===== config.mk =====
export PLATFORM = sky130hd
export DESIGN_NAME = shift_add_multiplier
export DESIGN_NICKNAME = d
export VERILOG_FILES = /design/src/rtl/shift_add_multiplier.sv
export SDC_FILE = /design/constraint.sdc
export NUM_CORES = 1
export LEC_CHECK = 0
export CORE_MARGIN = 2
export CORE_UTILIZATION = 38
export CTS_BUF_LIST = sky130_fd_sc_hd__clkbuf_4 sky130_fd_sc_hd__clkbuf_8 sky130_fd_sc_hd__clkbuf_16
export DETAILED_ROUTE_END_ITERATION = 10
export PLACE_DENSITY_LB_ADDON = 0.3
export SLEW_MARGIN = 40
export SYNTH_ARGS = -nofsm -noshare
export SYNTH_HDL_FRONTEND = slang
export SYNTH_SLANG_ARGS = --single-unit

===== constraint.sdc =====
create_clock -name clk -period 3.1 [get_ports clk]
set_clock_uncertainty 0.2 [all_clocks]
set_input_delay 0.62 -clock clk [delete_from_list [all_inputs] [get_ports clk]]
set_output_delay 0.62 -clock clk [all_outputs]
set_load 0.02 [all_outputs]

===== src/rtl/shift_add_multiplier.sv =====
// Sequential unsigned WIDTH x WIDTH shift-and-add multiplier.
// Each CALC cycle performs one partial-product add (acc + masked multiplicand)
// through a WIDTH-bit ripple-carry adder and shifts {carry, sum, q} right by one.
// Operands enter over a valid/ready handshake in IDLE; the 2*WIDTH-bit product
// leaves over a valid/ready handshake in DONE.

module shift_add_multiplier #(
    parameter int WIDTH = 8
) (
    input  logic                 clk,
    input  logic                 rst_n,
    input  logic                 in_valid,
    output logic                 in_ready,
    input  logic [WIDTH-1:0]     a,
    input  logic [WIDTH-1:0]     b,
    output logic                 out_valid,
    input  logic                 out_ready,
    output logic [2*WIDTH-1:0]   product,
    output logic                 busy
);

    // Counter wide enough to hold WIDTH-1 with headroom.
    localparam int CNT_W = $clog2(WIDTH) + 1;
    localparam logic [CNT_W-1:0] CNT_LAST = CNT_W'(WIDTH - 1);
    localparam logic [CNT_W-1:0] CNT_ONE  = CNT_W'(1);

    typedef enum logic [1:0] {
        ST_IDLE = 2'b00,
        ST_CALC = 2'b01,
        ST_DONE = 2'b10
    } state_t;

    // WIDTH-bit ripple-carry adder; returns {carry_out, sum}.
    function automatic logic [WIDTH:0] rca_add(
        input logic [WIDTH-1:0] op_a,
        input logic [WIDTH-1:0] op_b,
        input logic             cin
    );
        logic [WIDTH-1:0] sum;
        logic             carry;
        carry = cin;
        sum   = {WIDTH{1'b0}};
        for (int i = 0; i < WIDTH; i++) begin
            sum[i] = op_a[i] ^ op_b[i] ^ carry;
            carry  = (op_a[i] & op_b[i]) | (carry & (op_a[i] ^ op_b[i]));
        end
        return {carry, sum};
    endfunction

    // State and datapath registers.
    state_t             r_state;
    state_t             w_state_nxt;
    logic [WIDTH-1:0]   r_acc;
    logic [WIDTH-1:0]   r_q;
    logic [WIDTH-1:0]   r_mcand;
    logic [CNT_W-1:0]   r_cnt;

    // Registered handshake/status outputs.
    logic               r_in_ready;
    logic               r_out_valid;
    logic               r_busy;

    // Adder interface.
    logic [WIDTH-1:0]   w_add_b;
    logic [WIDTH:0]     w_add_res;
    logic               w_add_cout;
    logic [WIDTH-1:0]   w_add_sum;
    logic               w_accept;

    // Operands are taken only while ready is presented, i.e. only in IDLE.
    assign w_accept   = in_valid && r_in_ready;

    // Partial product: add the multiplicand only when the current multiplier bit is set.
    assign w_add_b    = r_q[0] ? r_mcand : {WIDTH{1'b0}};
    assign w_add_res  = rca_add(r_acc, w_add_b, 1'b0);
    assign w_add_cout = w_add_res[WIDTH];
    assign w_add_sum  = w_add_res[WIDTH-1:0];

    // State register with asynchronous reset to IDLE.
    always_ff @(posedge clk or negedge rst_n) begin
        if (!rst_n) begin
            r_state <= ST_IDLE;
        end else begin
            r_state <= w_state_nxt;
        end
    end

    // Next-state logic; an unreachable encoding recovers to IDLE.
    always_comb begin
        w_state_nxt = r_state;
        case (r_state)
            ST_IDLE: begin
                if (w_accept) begin
                    w_state_nxt = ST_CALC;
                end else begin
                    w_state_nxt = ST_IDLE;
                end
            end
            ST_CALC: begin
                if (r_cnt == CNT_LAST) begin
                    w_state_nxt = ST_DONE;
                end else begin
                    w_state_nxt = ST_CALC;
                end
            end
            ST_DONE: begin
                if (out_ready) begin
                    w_state_nxt = ST_IDLE;
                end else begin
                    w_state_nxt = ST_DONE;
                end
            end
            default: begin
                w_state_nxt = ST_IDLE;
            end
        endcase
    end

    // Datapath: load operands on accept, add-and-shift during CALC, hold otherwise.
    always_ff @(posedge clk or negedge rst_n) begin
        if (!rst_n) begin
            r_acc   <= {WIDTH{1'b0}};
            r_q     <= {WIDTH{1'b0}};
            r_mcand <= {WIDTH{1'b0}};
            r_cnt   <= {CNT_W{1'b0}};
        end else begin
            case (r_state)
                ST_IDLE: begin
                    if (w_accept) begin
                        r_mcand <= a;
                        r_q     <= b;
                        r_acc   <= {WIDTH{1'b0}};
                        r_cnt   <= {CNT_W{1'b0}};
                    end else begin
                        r_mcand <= r_mcand;
                        r_q     <= r_q;
                        r_acc   <= r_acc;
                        r_cnt   <= r_cnt;
                    end
                end
                ST_CALC: begin
                    // Right shift of {carry, sum, q}: the adder carry lands in acc MSB.
                    r_acc   <= {w_add_cout, w_add_sum[WIDTH-1:1]};
                    r_q     <= {w_add_sum[0], r_q[WIDTH-1:1]};
                    r_mcand <= r_mcand;
                    r_cnt   <= r_cnt + CNT_ONE;
                end
                ST_DONE: begin
                    // Product must stay stable through backpressure and after the handshake.
                    r_acc   <= r_acc;
                    r_q     <= r_q;
                    r_mcand <= r_mcand;
                    r_cnt   <= r_cnt;
                end
                default: begin
                    r_acc   <= r_acc;
                    r_q     <= r_q;
                    r_mcand <= r_mcand;
                    r_cnt   <= r_cnt;
                end
            endcase
        end
    end

    // Status outputs registered from the next state so they line up with r_state.
    always_ff @(posedge clk or negedge rst_n) begin
        if (!rst_n) begin
            r_in_ready  <= 1'b1;
            r_out_valid <= 1'b0;
            r_busy      <= 1'b0;
        end else begin
            r_in_ready  <= (w_state_nxt == ST_IDLE);
            r_out_valid <= (w_state_nxt == ST_DONE);
            r_busy      <= (w_state_nxt != ST_IDLE);
        end
    end

    assign in_ready  = r_in_ready;
    assign out_valid = r_out_valid;
    assign busy      = r_busy;
    assign product   = {r_acc, r_q};

endmodule


==> impl_metrics.toml, run 1 <==
[outcome]
status = "complete, but fails checks"
violations = "setup timing"

[logic_synthesis]
synthCells = 159
post-synth-top-count-cell = "nand2_1"
avgSynthCellArea_um2 = 10.0
netlist_top_cells_area = "dfrtp_1 (50%), nand2_1 (11%), fa_1 (8.8%)"
ys_top_cells_by_count = "nand2_1 (46), dfrtp_1 (32), inv_1 (10)"
synth_top_area_cell = "dfrtp_1"
ys.flop_type = "dfrtp_1"
ys_seq_area_share_pct = 51.8
yosysTopAreaCellShare_pct = 50.2
synth_edf_count = 0
synth_cell_types = 30
synth_nets = 188
ys_warn_count = 0
synthesis.area_um2 = 1600
synth-async-reset-ratio_pct = 100
synth-seq-cells = 33

[sta]
whs_ns = 0.272
setup-violations-final = 2
maxSlewViolCount = 0
rsz0062_at_grt = "yes"
tightest_slew_ns = 0.637
setup_ws_ns = -0.303
max_freq_ghz = 0.294
finalCritPeriodShare_pct = 110
final.min_clock_period_ns = 3.40
hold_viol = 0
max_slew_margin_pct = 57.5

[placement]
hpwlAfterDp_um = 2490
io_buffers = 38
dpl.cell_count = 244
place_ws_ns = -0.285
place.gp.congestion = 0.807

[critical_path]
crit_path_max_incr_delay_ns = 0.54
cp_slowest_cell = "fa_2"
worstPathMaxFanout = 2
crit_path_end_kind = "register"
worstSetupStartpointType = "register"
critical_path_class = "reg -> reg"
cp.arrival_ns = 3.43
path_buf_inv = 4
worstPathCellList = "and2_4, ha_4, inv_2, fa_2, inv_2, fa_2, inv_2, fa_2, fa_2, inv_2, fa_2, fa_2, fa_2, nand2_1, nand2_1"
required_ns = 3.13
path_delay_family = "adder cells"
critPathMostFrequentCell = "fa_2"

[route]
drc_errors = 0
ant_nets = 0
drt_wl_total_um = 3690
routed_via_density = 4.98
dr.pass1.iters = 4
wl_per_cell_um = 14.6
drtIter0Drc = 64
dr_total_vias = 1254

[die]
die_w_um = 68.8
rows = 23
start_util_pct = 39.6
core_area_um2 = 4030
io_pins = 39
die_h_um = 68.8
dieArea_um2 = 4740

[cts]
cts_buffers = 5
cts_max_level = 2
cts_tree = "built"
clock_sinks = 33
hold_buffers = 0
cts_setup_buffers = 0
cts_max_path_buffers = 2
cts_root_buffer = "clkbuf_8"
clock_latency_ns = 0.29
clk_pin_slew_ns = 0.07

[layout]
antenna_cells = 0
fin_cells = 252
drive_above_1_share_pct = 15.8
final_core_utilization_pct = 53.9
fillCellCount = 352
num-nets-final = 230
multi_input_area_um2 = 716
syn_to_final_growth_pct = 36.0
register_area_um2 = 828

[power_and_ir_drop]
ir_worst_vdd_uv = 430
p_leak_uw = 0.000994
cellPowerDensity_nw_per_um2 = 1050
finalPower_uw = 2290

[min_path]
hold_class = "reg -> reg"

[grt]
grt_max_degree = 34
grt_usage_pct = 18.1
grt_pass1_wl_um = 5950
antenna_found_initial = 0
grt-ovfl-total = 0
grt_pass1_vias = 1295

[job]
drv_cap = 0
metrics by stage:
| stage | TNS [ns] | area, um^2 |
|---|---|---|
| finish | -0.464 | 2170 |
| detailed placement | -0.569 | 2040 |
| floorplan | -0.460 | 1600 |
| global route | -0.690 | 2170 |
| global placement | -0.282 | 2040 |
| CTS | -0.388 | 2170 |
power breakdown:
part | internal [uW] | total (uW) | switching, uW
Combinational | 527 | 1130 | 605
Sequential | 635 | 799 | 164
Clock | 201 | 357 | 157
Total | 1360 | 2290 | 925
cell usage in the layout, fill, tap and decap left out, drive strengths merged:
| cell type | n |
|---|---|
| nand2 | 46 |
| clkdlybuf4s50 | 38 |
| dfrtp | 32 |
| inv | 10 |
| o21ai | 9 |
| nand3 | 7 |
| fa | 7 |
| clkbuf | 7 |
| buf | 6 |
| and2 | 6 |
| a22oi | 5 |
| a21oi | 5 |
| o31ai | 4 |
| o22ai | 3 |
| nor2b | 2 |
| ha | 2 |
| nand4bb | 1 |
| nand2b | 1 |
| or3b | 1 |
| or2 | 1 |
| nor3b | 1 |
| a221o | 1 |
| and4bb | 1 |
| nand4 | 1 |
| mux2i | 1 |
| and4b | 1 |
| mux2 | 1 |
| clkinv | 1 |
| dfstp | 1 |
routing by layer:
layer  up-vias  global-route usage, %  part of all wire, %
li1        609                      -                    -
met1       591                   21.5                   43
met2        44                   29.1                   47
met3        10                   5.52                  6.4
met4         0                   10.3                  3.4
met5         -                      0                    0
state kept, by name, summed over array words and instances (netlist names):
register,flops
r_cnt,4
r_mcand,8
in_ready,1
r_acc,8
out_valid,1
r_state,2
r_q,8
busy,1
layout make-up:
class	count	share of cell area [%]
Tap cell	50	2.88
Inverter	10	1.73
Clock buffer	7	4.44
Sequential cell	33	38.2
Clock inverter	1	0.231
Multi-Input combinational cell	107	33.0
Timing Repair Buffer	44	19.6
kinds of logic after synthesis:
group | count (synthesis) | share of synthesized area (%)
simple gates | 69 | 20.5
buf+inv | 19 | 5.41
compound gates | 27 | 10.7
flops | 33 | 51.8
fa+ha+maj | 9 | 10.3
mux | 2 | 1.33
worst reg2reg max path: stages (launching register included):
cell and delay (ns):
dfrtp_2 0.40, and2_4 0.16, ha_4 0.15, inv_2 0.04
fa_2 0.18, inv_2 0.04, fa_2 0.32, inv_2 0.06
fa_2 0.20, fa_2 0.20, inv_2 0.04, fa_2 0.33
fa_2 0.37, fa_2 0.54, nand2_1 0.05, nand2_1 0.05
what timing repair did:
action | in CTS | in global routing
setup endpoints to repair | 3 | 3
gates resized for setup | 12 | 0
gates cloned | 0 | 0
path summary, 6_finish.rpt:
| path | start | end | slack (ns) | cells after the start |
|---|---|---|---|---|
| setup / recovery | r_q[0] | r_acc[6] | -0.30 | 15 |
| hold / removal | r_mcand[5] | r_mcand[5] | 0.27 | 2 |
| setup reg to reg | r_q[0] | r_acc[6] | -0.30 | 15 |
| hold reg to reg | r_mcand[5] | r_mcand[5] | 0.27 | 2 |
| max in group asynchronous | rst_n | in_ready | 1.83 | 2 |
| min in group asynchronous | rst_n | out_valid | 0.55 | 2 |
(Power assumes the default switching activity.)
==> run 2, diff against run 1 <==
--- a/config.mk
+++ b/config.mk
@@ -10,6 +10,7 @@
 export CTS_BUF_LIST = sky130_fd_sc_hd__clkbuf_4 sky130_fd_sc_hd__clkbuf_8 sky130_fd_sc_hd__clkbuf_16
 export DETAILED_ROUTE_END_ITERATION = 10
 export PLACE_DENSITY_LB_ADDON = 0.3
+export SKIP_LAST_GASP = 1
 export SLEW_MARGIN = 40
 export SYNTH_ARGS = -nofsm -noshare
 export SYNTH_HDL_FRONTEND = slang
==> results of run 2 <==
No change in the layout: final DEF, timing and power equal those of run 1.
==> run 3, diff against run 2 <==
--- a/config.mk
+++ b/config.mk
@@ -5,8 +5,10 @@
 export SDC_FILE = /design/constraint.sdc
 export NUM_CORES = 1
 export LEC_CHECK = 0
+export CELL_PAD_IN_SITES_DETAIL_PLACEMENT = 1
+export CELL_PAD_IN_SITES_GLOBAL_PLACEMENT = 2
 export CORE_MARGIN = 2
-export CORE_UTILIZATION = 38
+export CORE_UTILIZATION = 27
 export CTS_BUF_LIST = sky130_fd_sc_hd__clkbuf_4 sky130_fd_sc_hd__clkbuf_8 sky130_fd_sc_hd__clkbuf_16
 export DETAILED_ROUTE_END_ITERATION = 10
 export PLACE_DENSITY_LB_ADDON = 0.3
==> run 3 against run 2 <==
The flow still finishes with violations (setup timing). Flip-flop and latch count unchanged. Power rose by 0.68%. Worst setup slack improved by 0.059 ns. Clock-buffer cell count did not move. Critical path type unchanged. Final area increased by 2.2%. Highest routed layer unchanged. Largest power group unchanged. Critical endpoint unchanged.
==> impl_metrics.toml, run 3 (synthesis gave the netlist of run 1 again) <==
[outcome]
status = "complete, but fails checks"
violations = "setup timing"

[critical_path]
critical_path_class = "reg -> reg"
crit_path_end_kind = "register"
cp.arrival_ns = 3.37
r2r_slack_ns = -0.24
worstSetupStartpointType = "register"
worstPathMaxFanout = 2
required_ns = 3.12

[die]
die_h_um = 80.9
dieArea_um2 = 6540
core_area_um2 = 5820
rows = 28
die_w_um = 80.9
start_util_pct = 27.5
io_pins = 39

[cts]
clock_sinks = 33
cts_tree = "built"
cts_max_level = 2
cts_root_buffer = "clkbuf_8"
hold_buffers = 0
cts_max_path_buffers = 2
cts_buffers = 5
clock_latency_ns = 0.28
clk_pin_slew_ns = 0.07

[route]
wl_per_cell_um = 14.7
dr.pass1.iters = 4
drtIter0Drc = 55
dr_total_vias = 1315
drc_errors = 0
drt_wl_total_um = 4090
routed_via_density = 4.71
ant_nets = 0

[placement]
io_buffers = 38
hpwlAfterDp_um = 2890
place.gp.congestion = 0.749

[sta]
whs_ns = 0.272
max_slew_margin_pct = 57.6
setup-violations-final = 2
finalSetupTns_ns = -0.354
final.min_clock_period_ns = 3.34
max_freq_ghz = 0.299
rsz0062_at_grt = "yes"
setup_ws_ns = -0.245
hold_viol = 0
finalCritPeriodShare_pct = 108
tightest_slew_ns = 0.637
maxSlewViolCount = 0

[job]
drv_cap = 0

[power_and_ir_drop]
p_leak_uw = 0.00100
finalPower_uw = 2300
cellPowerDensity_nw_per_um2 = 1040
ir_worst_vdd_uv = 317

[layout]
num-nets-final = 232
final_cell_mix = "nand2_1 (45), clkdlybuf4s50_1 (38), dfrtp_1 (31), buf_4 (8)"
final_core_utilization_pct = 38.2
drive_above_1_share_pct = 17.2
antenna_cells = 0
syn_to_final_growth_pct = 39.0
layout_commonest_cell = "nand2_1"
reg_top3 = "r_acc: 8 flops, r_mcand: 8 flops, r_q: 8 flops"
fillCellCount = 658

[min_path]
hold_class = "reg -> reg"

[grt]
grt_pass1_wl_um = 7010
grt_usage_pct = 14.2
antenna_found_initial = 0
grt-ovfl-total = 0
grt_max_degree = 34
grt_pass1_vias = 1413
-- run 3: cell types whose count changed in the layout (fill, tap and decap cells not counted) --
| cell | delta |
|---|---|
| buf_4 | +2 |
| nand2_2 | +1 |
| nand2_1 | -1 |
-- run 3: timing repair --
item	in CTS	in global routing
gates resized for setup	13	0
setup endpoints to repair	3	3
cloned	0	0
setup buffers	1	1
-- run 3: where the power goes --
group | total [uW] | internal, uW | switching, uW
clock network | 361 | 201 | 160
registers | 798 | 635 | 163
logic | 1140 | 534 | 610
-- run 3: path summary, 6_finish.rpt --
path / depth (start not counted) / start / endpoint
min in group asynchronous: 2 / rst_n / r_q[3]
worst max register to register: 15 / r_q[0] / r_acc[6]
max in group asynchronous: 2 / rst_n / in_ready
worst min-delay path: 2 / r_mcand[6] / r_mcand[6]
worst min register to register: 2 / r_mcand[6] / r_mcand[6]
worst max-delay path: 15 / r_q[0] / r_acc[6]
-- run 3: cell type report --
cell class              count  area [um^2]  area share [%]
inverters                  10         37.5            1.69
well taps                  75         93.8            4.23
flip-flops and latches     33          828            37.3
repair buffers             46          440            19.8
multi-input cells         107          718            32.4
clock inverters             1         5.00           0.225
clock buffers               7         96.3            4.34
-- run 3: per-layer routing --
layer / wire length (um) / vias to the layer above / track usage [%]
met5: 0 / - / 0
met4: 53 / 0 / 4.58
met3: 257 / 6 / 4.22
met2: 1960 / 40 / 23.1
met1: 1820 / 655 / 18.0
li1: - / 614 / -
-- run 3: worst max-delay path, cell delays in order (launching register included) --
cell	delay, ns
dfrtp_2	0.41
and2_4	0.16
ha_4	0.15
inv_2	0.04
fa_2	0.18
inv_2	0.04
fa_2	0.33
inv_2	0.06
fa_2	0.18
fa_2	0.19
inv_2	0.04
fa_2	0.33
fa_2	0.35
fa_2	0.52
nand2_1	0.05
nand2_1	0.05
-- run 3: stage by stage --
stage	worst slack [ns]	instance area, um^2	std cells
after detailed placement	-0.308	2080	270
final	-0.245	2220	279
after global routing	-0.320	2220	279
after floorplan	-0.235	1600	159
after CTS	-0.262	2210	278
after global placement	-0.180	2080	270
